`src/rtl/npc_pkg.sv`:
```
// Shared definitions for the NPC RV pipeline.
// Holds the default datapath widths, the load opcode, and the layout of the
// packed decoded-control bundle that travels from decode into execute.
package npc_pkg;

    localparam int NPC_XLEN       = 32;
    localparam int NPC_REG_ADDR_W = 5;
    localparam int NPC_CTRL_W     = 16;

    localparam logic [6:0] OP_LOAD = 7'b0000011;

    // Bit offsets of each field inside the control bundle (LSB positions).
    localparam int CTRL_ALUASRC_LSB  = 0;   // 1 bit
    localparam int CTRL_ALUBSRC_LSB  = 1;   // 2 bits
    localparam int CTRL_ALUCTR_LSB   = 3;   // 4 bits
    localparam int CTRL_BRANCH_LSB   = 7;   // 3 bits
    localparam int CTRL_REGWR_LSB    = 10;  // 1 bit
    localparam int CTRL_MEMTOREG_LSB = 11;  // 1 bit
    localparam int CTRL_MEMWR_LSB    = 12;  // 1 bit
    localparam int CTRL_MEMOP_LSB    = 13;  // 3 bits

    // Same layout as the offsets above, MSB first.
    typedef struct packed {
        logic [2:0] memop;
        logic       memwr;
        logic       memtoreg;
        logic       regwr;
        logic [2:0] branch;
        logic [3:0] aluctr;
        logic [1:0] alubsrc;
        logic       aluasrc;
    } ctrl_t;

endpackage

```
`src/rtl/id_operand_bypass.sv`:
```
// Operand select for one register-file read port.
// x0 always reads as zero; a register being written back this cycle is taken
// from the write-back bus (write-through), otherwise the regfile data is used.
// Ports:
//   rs_i        source register address
//   rf_rdata_i  asynchronous regfile read data for rs_i
//   wb_we_i     write-back enable
//   wb_rd_i     write-back destination
//   wb_data_i   write-back data
//   operand_o   selected operand
module id_operand_bypass
    import npc_pkg::*;
#(
    parameter int XLEN       = NPC_XLEN,
    parameter int REG_ADDR_W = NPC_REG_ADDR_W,
    parameter bit WB_BYPASS  = 1'b1
) (
    input  logic [REG_ADDR_W-1:0] rs_i,
    input  logic [XLEN-1:0]       rf_rdata_i,
    input  logic                  wb_we_i,
    input  logic [REG_ADDR_W-1:0] wb_rd_i,
    input  logic [XLEN-1:0]       wb_data_i,
    output logic [XLEN-1:0]       operand_o
);

    always_comb begin
        operand_o = rf_rdata_i;
        if (rs_i == '0) begin
            operand_o = '0;
        end else if (WB_BYPASS && wb_we_i && (wb_rd_i == rs_i)) begin
            operand_o = wb_data_i;
        end
    end

endmodule

```
`src/rtl/id_ex_stage_reg.sv`:
```
// Decode-to-execute pipeline register with valid/ready handshake, flush,
// load-use interlock (one bubble per load-use pair), write-back bypass on the
// regfile read data and a saturating count of interlock stall cycles.
// Ports:
//   clk, rst_n                    clock, asynchronous active-low reset
//   in_valid / in_ready           decode-side handshake
//   in_*                          decoded instruction fields
//   rf_rdata1/2                   regfile read data for rs1/rs2
//   wb_we / wb_rd / wb_data       write-back port (bypass source)
//   flush                         kill EX slot, do not consume decode slot
//   out_valid / out_ready         execute-side handshake
//   out_*                         registered payload
//   hazard                        combinational load-use interlock
//   stall_cnt                     saturating count of interlock bubbles
module id_ex_stage_reg
    import npc_pkg::*;
#(
    parameter int XLEN           = NPC_XLEN,
    parameter int REG_ADDR_W     = NPC_REG_ADDR_W,
    parameter int CTRL_W         = NPC_CTRL_W,
    parameter bit LOAD_USE_STALL = 1'b1,
    parameter bit WB_BYPASS      = 1'b1,
    parameter int CNT_W          = 32
) (
    input  logic                  clk,
    input  logic                  rst_n,
    input  logic                  in_valid,
    output logic                  in_ready,
    input  logic [XLEN-1:0]       in_pc,
    input  logic [XLEN-1:0]       in_instr,
    input  logic [REG_ADDR_W-1:0] in_rs1,
    input  logic [REG_ADDR_W-1:0] in_rs2,
    input  logic [REG_ADDR_W-1:0] in_rd,
    input  logic                  in_rs1_used,
    input  logic                  in_rs2_used,
    input  logic [CTRL_W-1:0]     in_ctrl,
    input  logic                  in_mem_rd,
    input  logic [XLEN-1:0]       in_imm,
    input  logic                  in_diffen,
    input  logic [XLEN-1:0]       rf_rdata1,
    input  logic [XLEN-1:0]       rf_rdata2,
    input  logic                  wb_we,
    input  logic [REG_ADDR_W-1:0] wb_rd,
    input  logic [XLEN-1:0]       wb_data,
    input  logic                  flush,
    output logic                  out_valid,
    input  logic                  out_ready,
    output logic [XLEN-1:0]       out_pc,
    output logic [XLEN-1:0]       out_instr,
    output logic [XLEN-1:0]       out_imm,
    output logic [XLEN-1:0]       out_busa,
    output logic [XLEN-1:0]       out_busb,
    output logic [REG_ADDR_W-1:0] out_rs1,
    output logic [REG_ADDR_W-1:0] out_rs2,
    output logic [REG_ADDR_W-1:0] out_rd,
    output logic [CTRL_W-1:0]     out_ctrl,
    output logic                  out_mem_rd,
    output logic                  out_diffen,
    output logic                  hazard,
    output logic [CNT_W-1:0]      stall_cnt
);

    localparam int PAY_W = 5*XLEN + 3*REG_ADDR_W + CTRL_W + 2;

    logic [XLEN-1:0]  busa, busb;
    logic [PAY_W-1:0] pay_in, pay_d, pay_q;
    logic             valid_d, valid_q;
    logic [CNT_W-1:0] cnt_d, cnt_q;
    logic             adv, rs_match;

    id_operand_bypass #(.XLEN(XLEN), .REG_ADDR_W(REG_ADDR_W), .WB_BYPASS(WB_BYPASS)) u_byp_rs1 (
        .rs_i(in_rs1), .rf_rdata_i(rf_rdata1), .wb_we_i(wb_we), .wb_rd_i(wb_rd),
        .wb_data_i(wb_data), .operand_o(busa)
    );

    id_operand_bypass #(.XLEN(XLEN), .REG_ADDR_W(REG_ADDR_W), .WB_BYPASS(WB_BYPASS)) u_byp_rs2 (
        .rs_i(in_rs2), .rf_rdata_i(rf_rdata2), .wb_we_i(wb_we), .wb_rd_i(wb_rd),
        .wb_data_i(wb_data), .operand_o(busb)
    );

    assign pay_in = {in_pc, in_instr, in_imm, busa, busb, in_rs1, in_rs2, in_rd,
                     in_ctrl, in_mem_rd, in_diffen};
    assign {out_pc, out_instr, out_imm, out_busa, out_busb, out_rs1, out_rs2, out_rd,
            out_ctrl, out_mem_rd, out_diffen} = pay_q;
    assign out_valid = valid_q;
    assign stall_cnt = cnt_q;

    assign adv      = !valid_q || out_ready;
    assign rs_match = (in_rs1_used && (in_rs1 == out_rd)) || (in_rs2_used && (in_rs2 == out_rd));
    // Raised even under back-pressure so upstream sees the dependency early;
    // it is only counted when the stage actually advances.
    assign hazard   = LOAD_USE_STALL && in_valid && valid_q && out_mem_rd &&
                      (out_rd != '0) && rs_match;
    assign in_ready = adv && !hazard && !flush;

    always_comb begin
        valid_d = valid_q;
        pay_d   = pay_q;
        cnt_d   = cnt_q;
        if (flush) begin
            valid_d = 1'b0;
            pay_d   = '0;
        end else if (adv) begin
            if (hazard) begin
                // Bubble: the load moves on to EX, so the hazard drops next cycle.
                valid_d = 1'b0;
                pay_d   = '0;
                if (cnt_q != '1) begin
                    cnt_d = cnt_q + {{(CNT_W-1){1'b0}}, 1'b1};
                end
            end else if (in_valid) begin
                valid_d = 1'b1;
                pay_d   = pay_in;
            end else begin
                valid_d = 1'b0;
                pay_d   = '0;
            end
        end
    end

    always_ff @(posedge clk or negedge rst_n) begin
        if (!rst_n) begin
            valid_q <= 1'b0;
            pay_q   <= '0;
            cnt_q   <= '0;
        end else begin
            valid_q <= valid_d;
            pay_q   <= pay_d;
            cnt_q   <= cnt_d;
        end
    end

endmodule

```
`config.mk`:
```
export PLATFORM = sky130hd
export DESIGN_NAME = id_ex_stage_reg
export DESIGN_NICKNAME = d
export VERILOG_FILES = /design/src/rtl/npc_pkg.sv /design/src/rtl/id_operand_bypass.sv /design/src/rtl/id_ex_stage_reg.sv
export SDC_FILE = /design/constraint.sdc
export NUM_CORES = 1
export LEC_CHECK = 0
export BUFFER_PORTS_ARGS = -buffer_cell sky130_fd_sc_hd__buf_2
export CORE_AREA = 8 8 177 179
export CTS_BUF_LIST = sky130_fd_sc_hd__clkbuf_4
export CTS_CLUSTER_SIZE = 20
export DETAILED_ROUTE_END_ITERATION = 10
export DIE_AREA = 0 0 185 187
export PLACE_DENSITY = 0.7
export SLEW_MARGIN = 30
export SYNTH_ARGS = -nofsm -noshare
export SYNTH_HDL_FRONTEND = slang
export SYNTH_HIERARCHICAL = 1
export SYNTH_SLANG_ARGS = --single-unit
```
`constraint.sdc`:
```
create_clock -name clk -period 3 [get_ports clk]
set_input_delay 0.9 -clock clk [delete_from_list [all_inputs] [get_ports clk]]
set_output_delay 0.9 -clock clk [all_outputs]
set_load 0.01 [all_outputs]
```
==> results.json <==
{
  "cp_max_fo": 4,
  "clock_sinks": 226,
  "cts_made_buffers": 67,
  "crit_type": "register to output pin",
  "post-route-min-period_ps": 3120,
  "core_um2": 28400,
  "yosysUniqueCellTypes": 34,
  "grt_pass1_wl_um": 56200,
  "crit_arrival_ps": 2220,
  "start_util_pct": 34.9,
  "rrSetupSlack_ps": 390,
  "yosysWarnings": 6,
  "worst_path_largest_cell_delay_ps": 580,
  "std_cell_rows": 62,
  "clockRootBuffer": "clkbuf_4",
  "synth_edf_count": 0,
  "setup_violations": 2,
  "fin_nets": 1576,
  "timing.fmax_mhz": 320,
  "cts_max_level": 3,
  "fin_ws_ps": -123,
  "leakagePower_nw": 7.35,
  "rsz0062_at_grt": "true",
  "placement.io_buffers": 465,
  "antenna_found_initial": 12,
  "synth_top_area_share_pct": 57.0,
  "grt_max_degree": 81,
  "crit_path_start_kind": "register",
  "fill_cells": 2719,
  "slew_violations": 0,
  "max-slew-margin-rel_pct": 52.2,
  "die_area_um2": 34600,
  "ant_nets": 0,
  "synth_area_per_cell_um2": 11.7,
  "violations": "setup timing",
  "multi_input_comb_area_um2": 3800,
  "clockBufferDepth": 3,
  "ir_drop_v": 0.000224,
  "synthArstFlopShare_pct": 100,
  "die_w_um": 185,
  "drive_gt1_share_pct": 45.3,
  "syn_area_um2": 9910,
  "status": "finished, violations left",
  "finalSetupTns_ps": -168,
  "globalRouteOverflowTotal": 0,
  "tightest_slew_ps": 717,
  "pre_cts_slack_ps": -181,
  "die_height_um": 187,
  "synth_top_area_cell": "dfrtp_1",
  "skew_ps": 59.4,
  "synthFlopType": "dfrtp_1",
  "cts.clk_slew.worst_paths_ps": 70,
  "routed-via-count": 9297,
  "grtUsageTotal_pct": 20.5,
  "avgViaCountPerCell": 5.24,
  "yosysSeqAreaShare_pct": 57.0,
  "end_kind": "output pin",
  "power.density_nw_per_um2": 519,
  "wirelength_um": 37000,
  "clk_latency_ps": 640,
  "cts_tree": "yes",
  "synth_fp_nets": 1085,
  "grt_pass1_vias": 9720,
  "drc": 0,
  "gp_congestion": 0.849,
  "pin_count": 466,
  "ys_ff_latch": 226,
  "synth_cells": 846,
  "wl_per_cell_um": 20.9,
  "crit_chain": "or4_4, nor2_4, nor3_2, nor3_1, buf_2",
  "hold_class": "input port to asynchronous set/reset pin",
  "cp.required_ps": 2100,
  "synth_area_leaders": "dfrtp_1 (57%), a22o_1 (17%), nand4_1 (4.6%)",
  "area_growth_pct": 36.9,
  "final_core_util_pct": 47.8,
  "maxCapViolCount": 0,
  "drt_iter0_markers": 467,
  "first_pass_iters": 4,
  "finalCritPeriodShare_pct": 104,
  "cp_slowest_cell": "or4_4",
  "dp_hpwl_um": 26400,
  "hold_violations": 0,
  "seq_area_um2": 5660
}
## synth_stat cells (all sizes together) (3+ instances only)
cell type / instances
o21ai: 65
nor2: 10
and2: 7
nand2: 86
xor2: 26
nor4: 14
nand4: 73
a22o: 193
xnor2: 25
clkbuf: 42
inv: 5
nand3: 12
dfrtp: 226
and3: 3
nor3: 10
buf: 36
## worst paths after layout
path | from | to | cells after the start
max | pay_q[18] | in_ready | 5
min | rst_n | pay_q[50] | 1
max reg2reg | pay_q[18] | pay_q[117] | 10
min reg2reg | pay_q[116] | pay_q[116] | 1
max in group asynchronous | rst_n | pay_q[18] | 2
min in group clk | in_ctrl[15] | pay_q[17] | 2
## power breakdown
part	switching [mW]	internal (mW)
sequential	0.0737	3.17
combinational	0.492	0.368
clock	1.35	1.60
## per-layer routing
layer  up-vias  track usage, %  part of all wire [%]
met5         -               0                 0.073
met4         4            10.7                   3.9
met3       102            6.43                   9.1
met2       440            32.8                    47
met1      4531            24.4                    39
li1       4220               -                     -
## metrics by stage
stage               power (mW)  hold WS, ps  cell area (µm²)  cells
finish                    7.05          173            13600   1773
CTS                       7.18          134            13500   1764
global route              7.43          153            13600   1773
detailed placement        4.16          485            12700   1650
floorplan                 3.67          519             9910    846
global placement          4.15          479            12700   1650
## kinds of logic (layout without fill, tap and decap cells)
logic type,Yosys count,in the layout,share of synthesized area (%)
and+or+nand+nor,224,224,12.5
AOI/OAI and AO/OA,260,260,20.7
xor gates and xnor gates,51,51,4.51
muxes,1,1,0.114
buffers and inverters,83,617,5.00
other,0,9,0
DFF,226,226,57.0
adders and majority gates,1,1,0.126
## layout by cell type (no fill, tap or decap), types with 2 or more instances in the layout
cell       instances
nor2_4             2
dfrtp_2            3
xor2_1            25
nand3_1           12
and4_1             2
nand2_1           84
o21ai_1           20
nor4_1             2
dfrtp_1          223
nor3_1             9
buf_12            12
clkbuf_4          93
buf_2            464
o21ai_0           45
diode_2            9
nor4_4             2
xnor2_1           25
and3_1             3
buf_4             23
nand2_2            2
clkinv_1          14
clkinv_4           2
and2_1             5
nor4_2            10
nand4_1           73
inv_1              5
nor2_1             8
bufinv_16          2
a22o_1           193
## worst max-delay path, delay by kind of cell, from the launching register on
family / cells / cell delay, ps
and+or+nand+nor: 4 / 1000
DFF: 1 / 440
buffers and inverters: 1 / 170
## area by class of cell
cell class / instances / share of cell area, %
sequential: 226 / 41.7
multi-input combinational: 537 / 28.0
timing repair buffer: 500 / 20.3
clock buffer: 93 / 5.14
tap: 384 / 3.54
clock inverter: 19 / 1.01
antenna: 9 / 0.166
inverter: 5 / 0.138
## repair_timing
action                                  4_1_cts  5_1_grt
endpoints found under the hold margin         0        0
endpoints found under the setup margin        2        2
resized for setup                             8        1
pin swaps                                     4        0
hold buffers                                  0        0
buffers inserted                              2        0
## sequential cells by signal, indices dropped and copies added (netlist names)
register   cells
pay_q        193
out_valid      1
stall_cnt     32
Power figures use the tool's default switching activity.
